$ cat src/rtl/vote_result_tx.sv
// Vote result readout: snapshots four tallies and sends them as a UART frame
// (A5, counts, checksum) while also registering the winner and tie flag.
module vote_result_tx #(
  parameter int CLKS_PER_BIT = 4
) (
  input  logic       clock,
  input  logic       reset,
  input  logic       mode,
  input  logic       send_req,
  input  logic [7:0] cand1_count,
  input  logic [7:0] cand2_count,
  input  logic [7:0] cand3_count,
  input  logic [7:0] cand4_count,
  output logic       tx_serial,
  output logic       busy,
  output logic       done,
  output logic [1:0] winner,
  output logic       tie,
  output logic       winner_valid
);

  localparam int BW = (CLKS_PER_BIT > 2) ? $clog2(CLKS_PER_BIT) : 1;
  localparam logic [BW-1:0] BAUD_LAST = BW'(CLKS_PER_BIT - 1);
  localparam logic [7:0] HEADER = 8'hA5;

  typedef enum logic [1:0] {
    IDLE,
    START,
    DATA,
    STOP
  } state_t;

  state_t          state, state_nx;
  logic [BW-1:0]   baud, baud_nx;
  logic [2:0]      bit_idx, bit_nx;
  logic [2:0]      byte_idx, byte_nx;
  logic            done_nx;
  logic            calc;
  logic [3:0][7:0] snap;
  logic [7:0]      checksum;
  logic [7:0]      cur_byte;
  logic            accept;
  logic            tick;
  logic [1:0]      win_c;
  logic            tie_c;
  logic [7:0]      max_c;
  logic [2:0]      hits;

  assign accept   = (state == IDLE) && mode && send_req;
  assign tick     = (baud == BAUD_LAST);
  assign busy     = (state != IDLE);
  assign checksum = snap[0] + snap[1] + snap[2] + snap[3];

  always_comb begin
    case (byte_idx)
      3'd0:    cur_byte = HEADER;
      3'd1:    cur_byte = snap[0];
      3'd2:    cur_byte = snap[1];
      3'd3:    cur_byte = snap[2];
      3'd4:    cur_byte = snap[3];
      default: cur_byte = checksum;
    endcase
  end

  always_comb begin
    tx_serial = 1'b1;
    case (state)
      START:   tx_serial = 1'b0;
      DATA:    tx_serial = cur_byte[bit_idx];
      default: tx_serial = 1'b1;
    endcase
  end

  always_comb begin
    state_nx = state;
    baud_nx  = baud;
    bit_nx   = bit_idx;
    byte_nx  = byte_idx;
    done_nx  = 1'b0;
    case (state)
      IDLE: begin
        if (accept) begin
          state_nx = START;
          baud_nx  = '0;
          bit_nx   = '0;
          byte_nx  = '0;
        end
      end
      START: begin
        if (tick) begin
          state_nx = DATA;
          baud_nx  = '0;
          bit_nx   = '0;
        end else begin
          baud_nx = baud + 1'b1;
        end
      end
      DATA: begin
        if (tick) begin
          baud_nx = '0;
          if (bit_idx == 3'd7) state_nx = STOP;
          else bit_nx = bit_idx + 3'd1;
        end else begin
          baud_nx = baud + 1'b1;
        end
      end
      STOP: begin
        if (tick) begin
          baud_nx = '0;
          if (byte_idx == 3'd5) begin
            state_nx = IDLE;
            done_nx  = 1'b1;
          end else begin
            state_nx = START;
            byte_nx  = byte_idx + 3'd1;
          end
        end else begin
          baud_nx = baud + 1'b1;
        end
      end
      default: state_nx = IDLE;
    endcase
  end

  // Lowest index wins; a shared maximum (including all zero) flags a tie.
  always_comb begin
    max_c = snap[0];
    for (int i = 1; i < 4; i++) begin
      if (snap[i] > max_c) max_c = snap[i];
    end
    win_c = 2'd0;
    hits  = 3'd0;
    for (int i = 3; i >= 0; i--) begin
      if (snap[i] == max_c) begin
        win_c = 2'(i);
        hits  = hits + 3'd1;
      end
    end
    tie_c = (hits > 3'd1);
  end

  always_ff @(posedge clock) begin
    if (reset) begin
      state        <= IDLE;
      baud         <= '0;
      bit_idx      <= '0;
      byte_idx     <= '0;
      done         <= 1'b0;
      calc         <= 1'b0;
      snap         <= '0;
      winner       <= 2'd0;
      tie          <= 1'b0;
      winner_valid <= 1'b0;
    end else begin
      state    <= state_nx;
      baud     <= baud_nx;
      bit_idx  <= bit_nx;
      byte_idx <= byte_nx;
      done     <= done_nx;
      calc     <= accept;
      if (accept) begin
        snap <= {cand4_count, cand3_count, cand2_count, cand1_count};
      end
      if (calc) begin
        winner       <= win_c;
        tie          <= tie_c;
        winner_valid <= 1'b1;
      end
    end
  end

endmodule

$ cat config.mk
export PLATFORM = sky130hd
export DESIGN_NAME = vote_result_tx
export DESIGN_NICKNAME = d
export VERILOG_FILES = /design/src/rtl/vote_result_tx.sv
export SDC_FILE = /design/constraint.sdc
export NUM_CORES = 1
export LEC_CHECK = 0
export BUFFER_PORTS_ARGS = -buffer_cell sky130_fd_sc_hd__buf_2
export CAP_MARGIN = 15
export CORE_MARGIN = 5
export CORE_UTILIZATION = 50
export DETAILED_ROUTE_END_ITERATION = 12
export GPL_TIMING_DRIVEN = 1
export HOLD_SLACK_MARGIN = 0.15
export PLACE_DENSITY = 0.66
export SLEW_MARGIN = 5
export SYNTH_ARGS = -nofsm -noshare
export SYNTH_HDL_FRONTEND = slang
export SYNTH_SLANG_ARGS = --single-unit
$ cat constraint.sdc
create_clock -name clock -period 9.35 [get_ports clock]
set_input_delay 0 -clock clock [delete_from_list [all_inputs] [get_ports clock]]
set_output_delay 0 -clock clock [all_outputs]
set_load 0.005 [all_outputs]
### After elaboration in Yosys (flattened, before gate mapping)

Index checks and enable logic that the tools add are counted.

| operators by class | value |
|---|---|
| add/sub/neg operators | 9 |
| order comparisons | 5 |
| equal/unequal tests | 21 |
| multiplexer cells | 34 |
| bitwise operators | 2 |
| reduce and logical (&&, ||, !) cells | 12 |

Operator list:

| kind | count |
|---|---|
| $pmux W8 S5 | 1 |
| $eq A8 B8 Y1 | 4 |
| $mux W3 | 9 |
| $add A8 B8 Y8 | 3 |
| $gt A8 B8 Y1 | 3 |
| $mux W8 | 3 |
| $mux W2 | 11 |
| $add A3 B1 Y3 const B | 5 |
| $ne A2 B2 Y1 const B | 7 |
| $reduce_and A5 Y1 | 2 |
| $eq A3 B3 Y1 const B | 3 |
| $pmux W3 S3 | 1 |
| $pmux W2 S4 | 1 |
| $eq A2 B2 Y1 const B | 3 |
| $eq A3 B2 Y1 const B | 2 |
| $pmux W3 S2 | 1 |
| $reduce_or A3 Y1 | 2 |
| $lt A3 B4 Y1 const B | 1 |
| $mux W1 | 4 |
| $pmux W2 S2 | 1 |
| $reduce_and A4 Y1 | 1 |
| $reduce_bool A2 Y1 | 2 |
| $bmux W1 S3 | 1 |
| $eq A3 B1 Y1 const B | 1 |
| other kinds (9) | 11 |

| word-level totals | value |
|---|---|
| bits in registers | 48 |
| input bits | 36 |
| output and inout port bits | 7 |
| logic and storage cells | 96 |

### Longest topological paths before layout

Gate-level depths: netlist (run 1).

| depth | value |
|---|---|
| word-level depth | 15 |
| mapped depth | 36 |
| mapped depth without buffers | 31 |

### Worst setup path before layout (run 1)

OpenSTA, ideal clock, no wires.

| timing | value |
|---|---|
| path kind | register to register |
| start point | register snap[1] (netlist name) |
| end point | register tie |
| library setup time | 0.124 ns |
| arrival time | 6.724 ns |
| required time | 9.226 ns |
| path slack | 2.502 ns |
| stages on the path, launching flop included | 35 |
| buffers on the path | 4 |
| clock period less this slack | 6.848 ns |
| cell sequence | dfxtp_1 -> clkbuf_1 -> inv_1 -> ha_1 -> and4_1 -> nand2b_1 -> a21oi_2 -> nor3_1 -> or2_2 -> ha_1 -> a211oi_2 -> nor2_1 -> o31a_1 -> nand2_1 -> buf_2 -> nor2_1 -> a21oi_1 -> inv_1 -> ha_1 -> nor2b_1 -> o211a_1 -> o21a_1 -> nor2_1 -> buf_2 -> buf_1 -> a21oi_1 -> xnor2_1 -> nor4_1 -> nand4_1 -> ha_1 -> nor3_1 -> o21bai_1 -> ha_1 -> nor3_1 -> a21oi_1 |

| between the ends | value |
|---|---|
| word-level cells in the longest chain between the ends | 15 |
| elaborated cells on any way between the ends | 18 |
| those cells by class | 3 x add/sub; 4 x order compare; 4 x eq/ne; 7 x mux |

RTL lines:

| item | RTL line | source |
|---|---|---|
| start: declaration | 39 | `logic [3:0][7:0] snap;` |
| start signal: assignment | 162 | `snap <= {cand4_count, cand3_count, cand2_count, cand1_count};` |
| $gt A8 B8 Y1 | 129 | `if (snap[i] > max_c) max_c = snap[i];` |
| $mux W8 | 129 |  |
| $gt A8 B8 Y1 | 129 |  |
| $mux W8 | 129 |  |
| $gt A8 B8 Y1 | 129 |  |
| $mux W8 | 129 |  |
| $eq A8 B8 Y1 | 134 | `if (snap[i] == max_c) begin` |
| $mux W1 | 134 |  |
| $add A3 B1 Y3 | 136 | `hits = hits + 3'd1;` |
| $mux W3 | 134 |  |
| $add A3 B1 Y3 | 136 |  |
| $mux W3 | 134 |  |
| $add A3 B1 Y3 | 136 |  |
| $mux W3 * | 134 |  |
| $gt A3 B1 Y1 * | 139 | `tie_c = (hits > 3'd1);` |
| end signal: assignment | 166 | `tie <= tie_c;` |
| end: declaration | 18 | `output logic tie,` |

Mark *: on every way between the ends. The rest lies on a longest branch, timed or not.
A chain may end at the register's enable or synchronous reset.

### Worst setup path after layout (run 1)

| timing | value |
|---|---|
| start point | register snap[2] (netlist name) |
| end point | register tie |

The elaborated chain is that of the path after synthesis.

==> results of run 1 <==
power groups by stage:
| stage | Combinational, W | Sequential [W] | Clock, W |
|---|---|---|---|
| finish | 0.00165 | 0.000289 | 0.000188 |
| global route | 0.00181 | 0.000293 | 0.000197 |
| CTS | 0.00162 | 0.000287 | 0.000190 |
| detailed placement | 0.00160 | 0.000292 | 0 |
| global placement | 0.00156 | 0.000291 | 0 |
| floorplan | 0.00127 | 0.000260 | 0 |
per-stage QoR:
stage	instance area (sq um)	setup WS [ns]	hold slack [ns]	instances	total power, W
after CTS	5500	1.68	0.267	807	0.00210
after floorplan	4820	2.50	0.136	636	0.00153
after detailed placement	5040	1.73	0.247	767	0.00189
final	5500	1.58	0.265	807	0.00212
after global placement	5040	1.83	0.242	767	0.00185
after global routing	5500	1.00	0.329	807	0.00230
cells by family (layout without fill, tap and decap cells):
family	count (synthesis)	count (layout)	synth area share [%]
flip-flops	48	48	19.9
XOR/XNOR	40	40	7.27
multiplexers	4	4	0.831
buffers and inverters	78	120	6.33
adder cells (fa/ha/maj)	62	62	18.3
AND/OR/NAND/NOR	213	213	21.3
AO/OA/AOI/OAI	191	191	26.1
flip-flops by register name, indices dropped and copies added, names as in the netlist:
name	flops
calc	1
bit_idx	3
winner_valid	1
snap	32
byte_idx	3
state	2
done	1
tie	1
winner	2
baud	2
worst min-delay path by stage:
stage                    from       end  slack, ns
2_1_floorplan  cand1_count[7]   snap[7]       0.14
3_3_place_gp   cand3_count[5]  snap[21]       0.24
3_5_place_dp   cand3_count[3]  snap[19]       0.25
4_1_cts                  mode      calc       0.27
5_1_grt                  mode      calc       0.33
6_report                 mode      calc       0.26
per-layer routing:
layer | vias to the layer above | GRT usage [%] | part of all wire [%]
met5 | - | 0 | 0
met1 | 2310 | 36.8 | 43
met2 | 217 | 44.8 | 46
met3 | 34 | 5.25 | 8.4
met4 | 0 | 8.66 | 2.8
li1 | 2359 | - | -
final cells by class:
class	instances	area, sq um	area share [%]
flip-flops and latches	48	961	17.5
multi-input cells	510	3550	64.6
clock buffers	5	68.8	1.25
clock inverters	3	68.8	1.25
repair buffers	78	561	10.2
well taps	129	161	2.93
inverters	34	128	2.32
worst min-delay path, stage by stage:
cell and delay [ns]:
buf_2 0.08, nand3_1 0.06, buf_4 0.26, nor2_1 0.12
placed cells by master (no fill, tap or decap), drive strengths merged, types with 5 or more instances in the layout:
| cell | netlist | layout |
|---|---|---|
| nor2b | 7 | 7 |
| clkbuf | 34 | 5 |
| o211ai | 11 | 11 |
| or2 | 5 | 5 |
| a21o | 5 | 5 |
| nor2 | 36 | 36 |
| inv | 33 | 34 |
| nand4 | 10 | 10 |
| fa | 14 | 14 |
| nand2 | 92 | 92 |
| nand2b | 8 | 8 |
| dfxtp | 48 | 48 |
| nor3 | 13 | 13 |
| buf | 10 | 46 |
| ha | 48 | 48 |
| xor2 | 9 | 9 |
| o32ai | 6 | 6 |
| xnor2 | 31 | 31 |
| a22oi | 8 | 8 |
| or4 | 6 | 6 |
| o21a | 5 | 5 |
| nor4 | 5 | 5 |
| a21oi | 82 | 82 |
| nand3 | 15 | 15 |
| o21ai | 26 | 26 |
| dlygate4sd3 | 0 | 32 |
==> results.json, run 1 <==
{
  "synth_cell_types": 69,
  "insertion_delay_ns": 0.32,
  "rsz0062_at_grt": "false",
  "cp.depth": 31,
  "io_pins": 43,
  "yosys.area.top_type": "dfxtp_1",
  "grt_max_degree": 49,
  "rows": 35,
  "setup_viol": 0,
  "grt.total_usage_pct": 27.5,
  "start_util_pct": 51.7,
  "cp-startpoint": "snap[2]",
  "synth-warning-count": 0,
  "ys_seq_area_share_pct": 19.9,
  "ff2ff_path_depth": 31,
  "place_hpwl_um": 11500,
  "min_period_over_period_pct": 83.1,
  "fin_crit_ns": 7.77,
  "crit_type": "reg2reg",
  "hold_violations": 0,
  "drc": 0,
  "p_int_w": 0.000972,
  "die_y_um": 108,
  "globalplace.congestion": 0.948,
  "vdd_ir_drop_max_v": 0.000409,
  "worst_setup_path_start_kind": "register",
  "synth_edf_count": 0,
  "synthToLayoutAreaGrowth_pct": 14.1,
  "fin_util_pct": 59.0,
  "numPortBuffers": 42,
  "vias": 4920,
  "critPathCapture": "tie",
  "fillers": 890,
  "p_clk_share_pct": 8.9,
  "htreeDepth": 2,
  "vias_per_cell": 6.10,
  "crit_top_cell": "ha_1",
  "p_seq_share_pct": 13.6,
  "cts_buffers": 5,
  "first_pass_iters": 5,
  "antenna-diode-count": 0,
  "nNetsFinal": 775,
  "die_area_sq_mm": 0.0117,
  "crit_required_ns": 9.55,
  "clk_pin_slew_ns": 0.11,
  "grt_first_pass_wirelength_um": 25200,
  "syn_nets": 734,
  "drtIter0Drc": 455,
  "drive_above_1_share_pct": 10.2,
  "antenna_found_initial": 0,
  "drt-total-wl_um": 15700,
  "avgSynthCellArea_sq_um": 7.58,
  "critPathMaxStageDelay_ns": 0.61,
  "r2r-start": "snap[2]",
  "synth_commonest_cells": "nand2_1 (92), a21oi_1 (81), dfxtp_1 (48), ha_1 (48)",
  "antenna_left": 0,
  "finalMaxSlewViolations": 0,
  "finClkSkew_ns": 0.0124,
  "wl_per_cell_um": 19.5,
  "clock-root-buffer": "clkbuf_8",
  "die_w_um": 108,
  "cts_sinks": 48,
  "ys_ff_latch": 48,
  "overflow": 0,
  "worstHoldPathCells": 4,
  "clk_path_buf_depth": 2,
  "synthArstFlopShare_pct": 0,
  "p_per_area_mw_per_mm2": 386,
  "hold_class": "in2reg",
  "cts-resized-gates": 0,
  "syn-instance-count": 636,
  "finalSetupTns_ns": 0,
  "critPathArrivalTime_ns": 7.97,
  "synth.top_cell.area_share_pct": 19.9,
  "worst_slew_pin_slew_ns": 0.882,
  "ys_top_cells_by_area": "dfxtp_1 (20%), ha_1 (12%), a21oi_1 (8.4%)",
  "synth_most_common_cell": "nand2_1",
  "switching_share_pct": 54.2,
  "cts_tree": "built",
  "switchingPower_w": 0.00115,
  "slew_headroom_pct": 41.2,
  "power.share.combinational_pct": 77.5,
  "worstReg2RegEnd": "tie",
  "post_cts_buffers": 0,
  "coreArea_sq_mm": 0.00933,
  "path_buf_inv": 3,
  "synthFlopType": "dfxtp_1",
  "status": "finished, final reports clean",
  "netlist_area_sq_mm": 0.00482,
  "cap_violations": 0,
  "crit_path_end_kind": "register",
  "path_max_fanout": 24,
  "fmax_mhz": 129,
  "grt_pass1_vias": 4847,
  "crit_family": "simple AND/OR/NAND/NOR gates",
  "leakagePower_nw": 2.17,
  "postCtsHoldBufs": 32,
  "crit_slowest_cell": "dfxtp_1",
  "rrSetupSlack_ns": 1.58
}
Power figures use the tool's default switching activity.
==> inputs of run 2 (changes only) <==
- ABC_AREA: default -> 1
- clock period: 9.35 -> 8 ns (I/O delays scaled with it)
==> run 2 against run 1 <==
Effect of this change:
- clock-buffer cell count up 1
- highest routed layer unchanged
- register-to-register slack lost 0.28 ns
- sequential cell count stayed put
- fmax grew 16%
- worst setup slack got worse by 0.28 ns
- cell count up 4.5%
==> results.json, run 2 <==
{
  "start_util_pct": 50.3,
  "cp-startpoint": "snap[5]",
  "cts_sinks": 48,
  "ys_ff_latch": 48,
  "synth-warning-count": 0,
  "synthAdderAreaFrac_pct": 19.2,
  "largest_registers": "snap x32, bit_idx x3, byte_idx x3",
  "cts_buffers": 5,
  "crit_slowest_cell": "dfxtp_1",
  "crit_required_ns": 8.20,
  "worstReg2RegEnd": "tie",
  "die_w_um": 106,
  "rrSetupSlack_ns": 1.30,
  "antenna_found_initial": 0,
  "critPathMaxStageDelay_ns": 0.52,
  "die_area_sq_mm": 0.0112,
  "ys_seq_area_share_pct": 21.0,
  "crit_type": "reg2reg",
  "mostFrequentLayoutCell": "nand2_1",
  "fmax_mhz": 149,
  "clk_path_buf_depth": 2,
  "overflow": 0,
  "antenna-diode-count": 0,
  "synth_edf_count": 0,
  "clock-root-buffer": "clkbuf_8",
  "drc": 0,
  "grt.total_usage_pct": 26.0,
  "vias": 4741,
  "path_buf_inv": 7,
  "worst_setup_path_start_kind": "register",
  "path_max_fanout": 14,
  "min_period_over_period_pct": 83.7,
  "syn_nets": 764,
  "grt_max_degree": 67,
  "synth.top_cell.area_share_pct": 21.0,
  "crit_path_end_kind": "register",
  "synth_commonest_cells": "nand2_1 (142), inv_1 (90), nand3_1 (64)",
  "crit_family": "simple AND/OR/NAND/NOR gates",
  "drtIter0Drc": 334,
  "wl_per_cell_um": 17.0,
  "syn-instance-count": 666,
  "synthXorXnorAreaFrac_pct": 3.06,
  "clk_pin_slew_ns": 0.09,
  "drive_above_1_share_pct": 12.7,
  "critPathArrivalTime_ns": 6.90,
  "netlist_area_sq_mm": 0.00458,
  "synth_top_family_by_area": "simple AND/OR/NAND/NOR gates",
  "place_hpwl_um": 10900,
  "synth_compound_area_share_pct": 17.2,
  "critPathCapture": "tie",
  "finalSetupTns_ns": 0,
  "antenna_left": 0,
  "yosys.area_share.simple_pct": 29.6,
  "ys_top_cells_by_area": "dfxtp_1 (21%), ha_1 (13%), nand2_1 (12%)",
  "finClkSkew_ns": 0.00448,
  "cap_violations": 0,
  "largest_reg_flops": 32,
  "synth.area.mux_share_pct": 0,
  "numPortBuffers": 42,
  "r2r-start": "snap[5]",
  "synthArstFlopShare_pct": 0,
  "htreeDepth": 2,
  "drt-total-wl_um": 14300,
  "worst_slew_pin_slew_ns": 0.926,
  "synth_cell_types": 42,
  "yosys.area.top_type": "dfxtp_1",
  "hold_class": "in2reg",
  "fin_crit_ns": 6.70,
  "io_pins": 43,
  "hold_violations": 0,
  "cp.depth": 43,
  "synthFlopType": "dfxtp_1",
  "rsz0062_at_grt": "false",
  "grt_pass1_vias": 4590,
  "globalplace.congestion": 0.921,
  "synthToLayoutAreaGrowth_pct": 15.2,
  "rows": 35,
  "insertion_delay_ns": 0.31,
  "grt_first_pass_wirelength_um": 23400,
  "vias_per_cell": 5.62,
  "finalMaxSlewViolations": 0,
  "ff2ff_path_depth": 43,
  "coreArea_sq_mm": 0.00911,
  "die_y_um": 106,
  "cts_tree": "built",
  "nNetsFinal": 829,
  "synth_most_common_cell": "nand2_1",
  "final_cell_mix": "nand2_1 (142), inv_1 (90), nand3_1 (63)",
  "post_cts_buffers": 0,
  "status": "finished, final reports clean",
  "first_pass_iters": 5,
  "top_register": "snap",
  "setup_viol": 0,
  "fillers": 898,
  "crit_top_cell": "nand2_1",
  "slew_headroom_pct": 38.2,
  "avgSynthCellArea_sq_um": 6.88
}
## run 2: cell types whose count changed after synthesis, moves of 10 or more
cell	delta
o211ai_1	-10
clkbuf_1	-24
a21oi_1	-20
xnor2_1	-25
nand2_2	+16
o21ai_0	+32
nand3_2	+11
nand3_1	+49
nand2_1	+50
nor3_1	-11
inv_1	+57
## run 2: final cells by class
type / count / area (sq um) / share of cell area, %
clock buffers: 6 / 82.6 / 1.56
flip-flops and latches: 48 / 961 / 18.2
multi-input cells: 506 / 3170 / 60.0
inverters: 94 / 353 / 6.69
clock inverters: 2 / 13.8 / 0.261
well taps: 111 / 139 / 2.63
repair buffers: 76 / 561 / 10.6
## run 2: logic make-up (layout without fill, tap and decap cells)
family                     Yosys count  after routing
and+or+nand+nor                    285            285
xor gates and xnor gates            16             16
DFF                                 48             48
AOI/OAI and AO/OA                  143            143
adders and majority gates           62             62
buffers and inverters              112            178
## run 2: what timing repair did
action / CTS / global route
resized for setup: 0 / 0
hold buffers: 33 / 0
hold endpoints to repair: 44 / 0
## run 2: worst min-delay path, delay by kind of cell
family                 cells  cell delay (ns)
buffers and inverters      1             0.10
AND/OR/NAND/NOR            2             0.37
## run 2: worst min path at each step
stage | start | end | slack, ns | cells past startpoint
4_1_cts | winner_valid | winner_valid | 0.47 | 2
2_1_floorplan | reset | byte_idx[0] | 0.08 | 1
5_1_grt | send_req | calc | 0.30 | 3
6_report | send_req | calc | 0.23 | 3
3_5_place_dp | cand1_count[3] | snap[3] | 0.28 | 3
3_3_place_gp | cand4_count[4] | snap[28] | 0.28 | 3
## run 2: metrics by stage
stage / instances / cell area (sq um) / hold slack [ns] / setup slack (ns) / utilization [%]
6_report: 843 / 5280 / 0.227 / 1.30 / 57.9
5_1_grt: 843 / 5280 / 0.303 / 0.593 / 57.9
4_1_cts: 842 / 5260 / 0.473 / 1.24 / 57.7
3_5_place_dp: 801 / 4830 / 0.283 / 1.26 / 53.0
3_3_place_gp: 801 / 4830 / 0.280 / 1.40 / 53.0
2_1_floorplan: 666 / 4580 / 0.0785 / 2.68 / -
## run 2: routing by layer
metal | track usage, % | wire length, um | up-vias
met5 | 0 | 0 | -
met4 | 7.22 | 284 | 0
met1 | 34.3 | 6010 | 2155
met2 | 43.9 | 6830 | 213
li1 | - | - | 2339
met3 | 4.23 | 1220 | 34
Power of run 2 is left out: the tool's default activity adds up to more than one toggle a clock period on the data nets, which glitch-free logic cannot reach.
